$ cat src/rtl/tag_pool.sv
// tag_pool: circular free list of physical register tags for a rename stage.
// Ports:
//   clk, rst           - single clock, synchronous active-high reset
//   PoolRetireEnable   - push PoolRetireTag back into the free list
//   PoolRetireTag      - tag being freed
//   AllocReq           - rename stage wants one tag
//   AllocValid         - head tag available; allocation fires on AllocReq & AllocValid
//   AllocTag           - current head of the free list
//   FreeCount          - number of tags currently in the free list
//   Ready              - initial fill of the list has completed
//   Error              - sticky flag for a dropped push (overflow or push while filling)
module tag_pool #(
    parameter int tag_w    = 6,
    parameter bit embedded = 1
) (
    input  logic             clk,
    input  logic             rst,
    input  logic             PoolRetireEnable,
    input  logic [tag_w-1:0] PoolRetireTag,
    input  logic             AllocReq,
    output logic             AllocValid,
    output logic [tag_w-1:0] AllocTag,
    output logic [tag_w:0]   FreeCount,
    output logic             Ready,
    output logic             Error
);
    localparam int NARCH = embedded ? 16 : 32;
    localparam int DEPTH = 1 << tag_w;
    localparam logic [tag_w:0] CAP = (tag_w+1)'(DEPTH - NARCH);

    typedef enum logic {INIT, RUN} stateT;

    stateT            state;
    logic [tag_w-1:0] mem [DEPTH];
    logic [tag_w-1:0] rdPtr, wrPtr, initCnt, wrData;
    logic [tag_w:0]   count;
    logic             errReg, allocFire, pushOk, wrEn;

    assign AllocValid = (state == RUN) && (count != '0);
    assign AllocTag   = mem[rdPtr];
    assign FreeCount  = count;
    assign Ready      = (state == RUN);
    assign Error      = errReg;
    assign allocFire  = AllocReq && AllocValid;
    // A push into a full list is still legal when an allocation frees a slot the same cycle.
    assign pushOk     = (state == RUN) && PoolRetireEnable && ((count < CAP) || allocFire);
    assign wrEn       = (state == INIT) || pushOk;
    assign wrData     = (state == INIT) ? initCnt : PoolRetireTag;

    always_ff @(posedge clk)
        if (!rst && wrEn) mem[wrPtr] <= wrData;

    always_ff @(posedge clk) begin
        if (rst) begin
            state   <= INIT;
            rdPtr   <= '0;
            wrPtr   <= '0;
            count   <= '0;
            initCnt <= tag_w'(NARCH);
            errReg  <= 1'b0;
        end else begin
            if (state == INIT) begin
                initCnt <= initCnt + 1'b1;
                if (&initCnt) state <= RUN;
            end
            if (wrEn) wrPtr <= wrPtr + 1'b1;
            if (allocFire) rdPtr <= rdPtr + 1'b1;
            count <= count + (tag_w+1)'(wrEn) - (tag_w+1)'(allocFire);
            if (PoolRetireEnable && !pushOk) errReg <= 1'b1;
        end
    end
endmodule
$ cat config.mk
export PLATFORM = sky130hd
export DESIGN_NAME = tag_pool
export DESIGN_NICKNAME = d
export VERILOG_FILES = /design/src/rtl/tag_pool.sv
export SDC_FILE = /design/constraint.sdc
export NUM_CORES = 1
export LEC_CHECK = 0
export CAP_MARGIN = 20
export CORE_ASPECT_RATIO = 1.4
export CORE_UTILIZATION = 60
export DETAILED_ROUTE_END_ITERATION = 10
export GPL_TIMING_DRIVEN = 0
export PLACE_DENSITY = 0.75
export SLEW_MARGIN = 20
export SYNTH_ARGS = -nofsm -noshare
export SYNTH_HDL_FRONTEND = slang
export SYNTH_SLANG_ARGS = --single-unit
$ cat constraint.sdc
create_clock -name clk -period 3.93 [get_ports clk]
set_input_delay 0.786 -clock clk [delete_from_list [all_inputs] [get_ports clk]]
set_output_delay 0.786 -clock clk [all_outputs]
set_load 0.01 [all_outputs]
### Word level (Yosys, flattened, before mapping)

Memories as Yosys holds them, arrays and structs flattened. A register that Yosys moved wholly into a read port is not among the register bits.
Cells that the tools add are included.

* flip-flop bits (word level): 27
* RAM bits: 384
* input bits: 10
* output and inout bits: 16
* memories: 1

Memories
* mem: depth 64, width 6, rd ports 1, clocked after memory_dff 1, wr ports 1, line 34 `logic [tag_w-1:0] mem [DEPTH];`

* add/subtract/negate cells: 5
* order comparisons: 1
* multiplexer cells: 7
* bitwise operators: 1
* reductions and logical operators: 12

Operators with widths (number)
* 6-bit by 1-bit adder with 6-bit output (second input constant): 3
* 6-bit two-way mux: 3
* 7-bit by 1-bit adder with 7-bit output: 1
* 7-bit by 6-bit < comparator with 1-bit output (second input constant): 1
* 7-bit nonzero test: 1
* 7-bit by 1-bit subtractor with 7-bit output: 1
* 1-bit logical AND: 6
* 6-bit AND reduction: 1
* 1-bit two-way mux: 4
* 1-bit logical NOT: 2
* 1-bit logical OR: 2
* 1-bit NOT: 1

### Logic depth before layout (Yosys ltp)

* word-level depth: 9
* depth in mapped cells: 19

### Worst setup path after synthesis

OpenSTA, ideal clock, no wires.

* path kind: register to register
* start: reg count[4], in the netlist FreeCount[4]
* end: reg count[6], in the netlist FreeCount[6]
* library setup time: 0.131 ns
* arrival time: 3.231 ns
* setup slack: 0.568 ns
* stages on the path, launching flop included: 20
* path buffers: 1
* cells stage by stage: dfxtp_1 inv_1 ha_1 nor4b_1 a21boi_0 o21ai_0 buf_2 nand2_1 inv_1 ha_1 inv_1 ha_1 inv_1 fa_1 nand2b_1 a21oi_1 o21ai_0 a21oi_1 o21a_1 nor3_1

* longest elaborated chain between the ends: 8
* elaborated cells on any way between the ends: 9

RTL lines
* from (decl): line 36 `logic [tag_w:0] count;`
* from (signal assigned): line 68 `count <= count + (tag_w+1)'(wrEn) - (tag_w+1)'(allocFire);`
* parallel branches: the longest is 7 deep, another holds 7-bit by 6-bit < comparator with 1-bit output
* 7-bit by 1-bit subtractor with 7-bit output *: line 68

Every way passes the cells marked *.
A chain may end at the register's enable or synchronous reset.

==> results.json <==
{
  "outcome": "finished, final reports clean",
  "final_max_slew_viol_count": 0,
  "path_cells": "buf_6, buf_4, mux4_2, mux2i_2, o22ai_1, o31ai_1, o41ai_1, dlygate4sd2_1",
  "critPathLaunchType": "register",
  "cp-end-kind": "output port",
  "grt_max_degree": 65,
  "rr_startpoint": "FreeCount[4]",
  "r2r-end": "FreeCount[6]",
  "first_pass_iters": 6,
  "syn_to_final_growth_pct": 13.6,
  "intPower_uw": 7160,
  "overflow": 0,
  "max_slew.worst_pin.slew_ns": 0.809,
  "final_util_pct": 69.7,
  "synth_nets": 913,
  "drt_drc_violations_left": 0,
  "htreeDepth": 2,
  "grt_antenna_before_repair": 0,
  "die_y_um": 199,
  "crit_end": "AllocTag[1]",
  "die_w_um": 143,
  "cts_root_buf": "clkbuf_16",
  "setup_viol": 0,
  "avgViaCountPerCell": 6.56,
  "place_hpwl_um": 24300,
  "cp.required_ns": 3.14,
  "rows": 71,
  "clkPwrFrac_pct": 40.5,
  "cts_tree": "built",
  "dpl.cell_count": 1279,
  "final.setup_skew_ns": 0.0160,
  "max_stage_delay_ns": 0.44,
  "cts_setup_buffers": 0,
  "grt_pass1_wl_um": 56200,
  "dieArea_mm2": 0.0284,
  "p_leak_uw": 0.00582,
  "fin_cells": 1346,
  "slew_headroom_pct": 45.6,
  "nets": 978,
  "worst_path_max_delay_cell": "dfxtp_2",
  "path_clk_slew_ns": 0.07,
  "netlist_area_mm2": 0.0166,
  "timing.final.crit_share_pct": 98.5,
  "seqPwrFrac_pct": 54.5,
  "drive_gt1_share_pct": 22.2,
  "r2r_setup_slack_ns": 0.30,
  "peakVddDrop_v": 0.000435,
  "drt_wl_total_um": 38000,
  "switching_share_pct": 20.5,
  "critPathKind": "register to output port",
  "wl_per_cell_um": 28.2,
  "dpl_cell_area_mm2": 0.0174,
  "hp-class": "register to register",
  "insertion_delay_ns": 0.54,
  "start_util_pct": 61.4,
  "cp_max_fo": 10,
  "synth-seq-cells": 417,
  "clockBufferDepth": 3,
  "ys_types": 47,
  "nFillCells": 1664,
  "seq_area_frac_synth_pct": 73.3,
  "port-buffer-count": 24,
  "io-pin-count": 26,
  "synth_cells": 889,
  "synth_top_flop_cell": "edfxtp_1",
  "finalSetupTns_ns": 0,
  "whs_ns": 0.475,
  "place.gp.congestion": 0.877,
  "p_per_area_mw_per_mm2": 477,
  "coreArea_mm2": 0.0271,
  "ys_warn_count": 0,
  "final_area_mm2": 0.0189,
  "track_usage_pct": 28.3,
  "cp_data_arrival_time_ns": 3.09,
  "vias": 8836,
  "grt_pass1_vias": 8850,
  "ant_nets": 0,
  "maxCapViolCount": 0,
  "synth_edf_count": 384,
  "switchingPower_uw": 1850,
  "first_iter_violations": 896,
  "fmax_mhz": 258,
  "ys_async_sr_fraction_pct": 0,
  "cts_buffers": 38,
  "syn_avg_cell_area_um2": 18.7,
  "hold_viol": 0,
  "layout_min_cycle_time_ns": 3.87,
  "r2r_cells": 19,
  "antenna_cells": 0,
  "pwr-share-comb_pct": 5.0,
  "cts_sinks": 417
}
## flip-flops by register name, summed over array words and instances, names as in the netlist, named ones only
signal	count
Error	1
FreeCount	7
Ready	1
initCnt	6
mem	384
rdPtr	6
wrPtr	6
## how the worst min path moves through the flow
stage | startpoint | to | slack [ns] | cells after the start
detailed placement | Error | Error | 0.46 | 2
floorplan | rdPtr[5] | register | 0.48 | 2
global route | Error | Error | 0.52 | 2
finish | Error | Error | 0.48 | 2
CTS | Error | Error | 0.49 | 2
global placement | Error | Error | 0.46 | 2
## placed cells by master (no fill, tap or decap), types with 4 or more instances in the layout
| master | netlist | final |
|---|---|---|
| a211o_1 | 5 | 5 |
| a211oi_1 | 7 | 7 |
| a21oi_1 | 24 | 21 |
| buf_1 | 5 | 4 |
| buf_12 | 0 | 6 |
| buf_6 | 4 | 11 |
| clkbuf_1 | 21 | 25 |
| clkbuf_16 | 0 | 42 |
| clkbuf_8 | 0 | 5 |
| clkdlybuf4s50_1 | 0 | 18 |
| clkinv_1 | 0 | 4 |
| clkinv_2 | 0 | 4 |
| dfxtp_1 | 33 | 32 |
| dlygate4sd2_1 | 0 | 4 |
| edfxtp_1 | 384 | 384 |
| ha_1 | 13 | 13 |
| inv_1 | 12 | 12 |
| mux2_4 | 0 | 5 |
| mux2i_1 | 26 | 16 |
| mux2i_2 | 0 | 7 |
| mux4_2 | 93 | 93 |
| nand2_1 | 14 | 13 |
| nand2b_1 | 4 | 4 |
| nand3_1 | 9 | 9 |
| nand3b_1 | 5 | 5 |
| nor2_1 | 93 | 93 |
| nor2b_1 | 10 | 10 |
| nor3_1 | 6 | 6 |
| o21a_1 | 4 | 4 |
| o21ai_0 | 6 | 4 |
| o221ai_1 | 7 | 7 |
| o22ai_1 | 14 | 14 |
| o41ai_1 | 4 | 4 |
| or3_1 | 4 | 4 |
| xnor2_1 | 10 | 10 |
| xor2_1 | 8 | 8 |
## worst max-delay path: cells and delay by family (launching register included)
kind            cells  cell delay (ns)
mux                 2             0.60
flops               1             0.44
buf+inv             3             0.84
compound gates      3             0.65
## power groups by stage
stage	logic [µW]	registers (µW)	clock network (µW)
final	451	4910	3650
after global routing	496	4910	3830
after floorplan	267	5000	0
after CTS	442	4910	3680
after detailed placement	439	5000	0
after global placement	423	5000	0
## through the flow
stage	power, µW	worst slack [ns]
finish	9010	0.0575
global route	9240	-0.0249
CTS	9030	0.00742
detailed placement	5440	-0.268
global placement	5420	-0.179
floorplan	5270	0.568
## Yosys cell counts, drive strengths merged, types with 3 or more instances
master    n  area share (%)
edfxtp  384              69
mux4     93              13
nor2     93             2.1
dfxtp    33             4.0
buf      31             1.2
mux2i    26             1.6
a21oi    24            0.72
clkbuf   21            0.47
nand2    14            0.32
o22ai    14            0.53
ha       13            0.98
inv      12            0.27
nor2b    10            0.38
xnor2    10            0.53
nand3     9            0.27
mux2      8            0.54
o21ai     8            0.24
xor2      8            0.42
a211oi    7            0.32
o221ai    7            0.37
nor3      6            0.18
a211o     5            0.26
nand3b    5            0.23
o31ai     5            0.23
nand2b    4            0.15
o21a      4            0.18
o41ai     4            0.21
or3       4            0.15
a21boi    3            0.14
nand4     3            0.11
nor4      3            0.11
or3b      3            0.16
## cell type report
type                       count  area [µm²]  share of cell area [%]
multi-input combinational    408        4260                    22.5
tap                          365         457                    2.42
buffer                        52         458                    2.42
timing repair buffer          25         245                    1.30
sequential                   417       12200                    64.5
clock inverter                12        88.8                   0.470
clock buffer                  55        1150                    6.08
inverter                      12        45.0                   0.238
## repair_timing
item,4_1_cts,5_1_grt
hold buffers,0,0
resized for setup,68,16
pin swaps,1,1
setup endpoints to repair,7,4
## metal layers
layer  GRT usage (%)  vias up  share of wire [%]
li1                -     3693                  -
met1            34.5     4539                 35
met2            50.0      489                 53
met3            4.57      115                7.5
met4            12.2        0                4.5
met5               0        -                  0
## logic make-up (layout without fill, tap and decap cells)
kind of cell,after synthesis,count (layout),share of synthesized area (%)
AOI/OAI and AO/OA,87,87,3.46
muxes,127,127,14.7
adders and majority gates,14,14,1.10
xor gates and xnor gates,18,18,0.948
DFF,417,417,73.3
buffers and inverters,64,156,1.96
and+or+nand+nor,162,162,4.53
No activity file was read; power rests on OpenSTA's default activity.
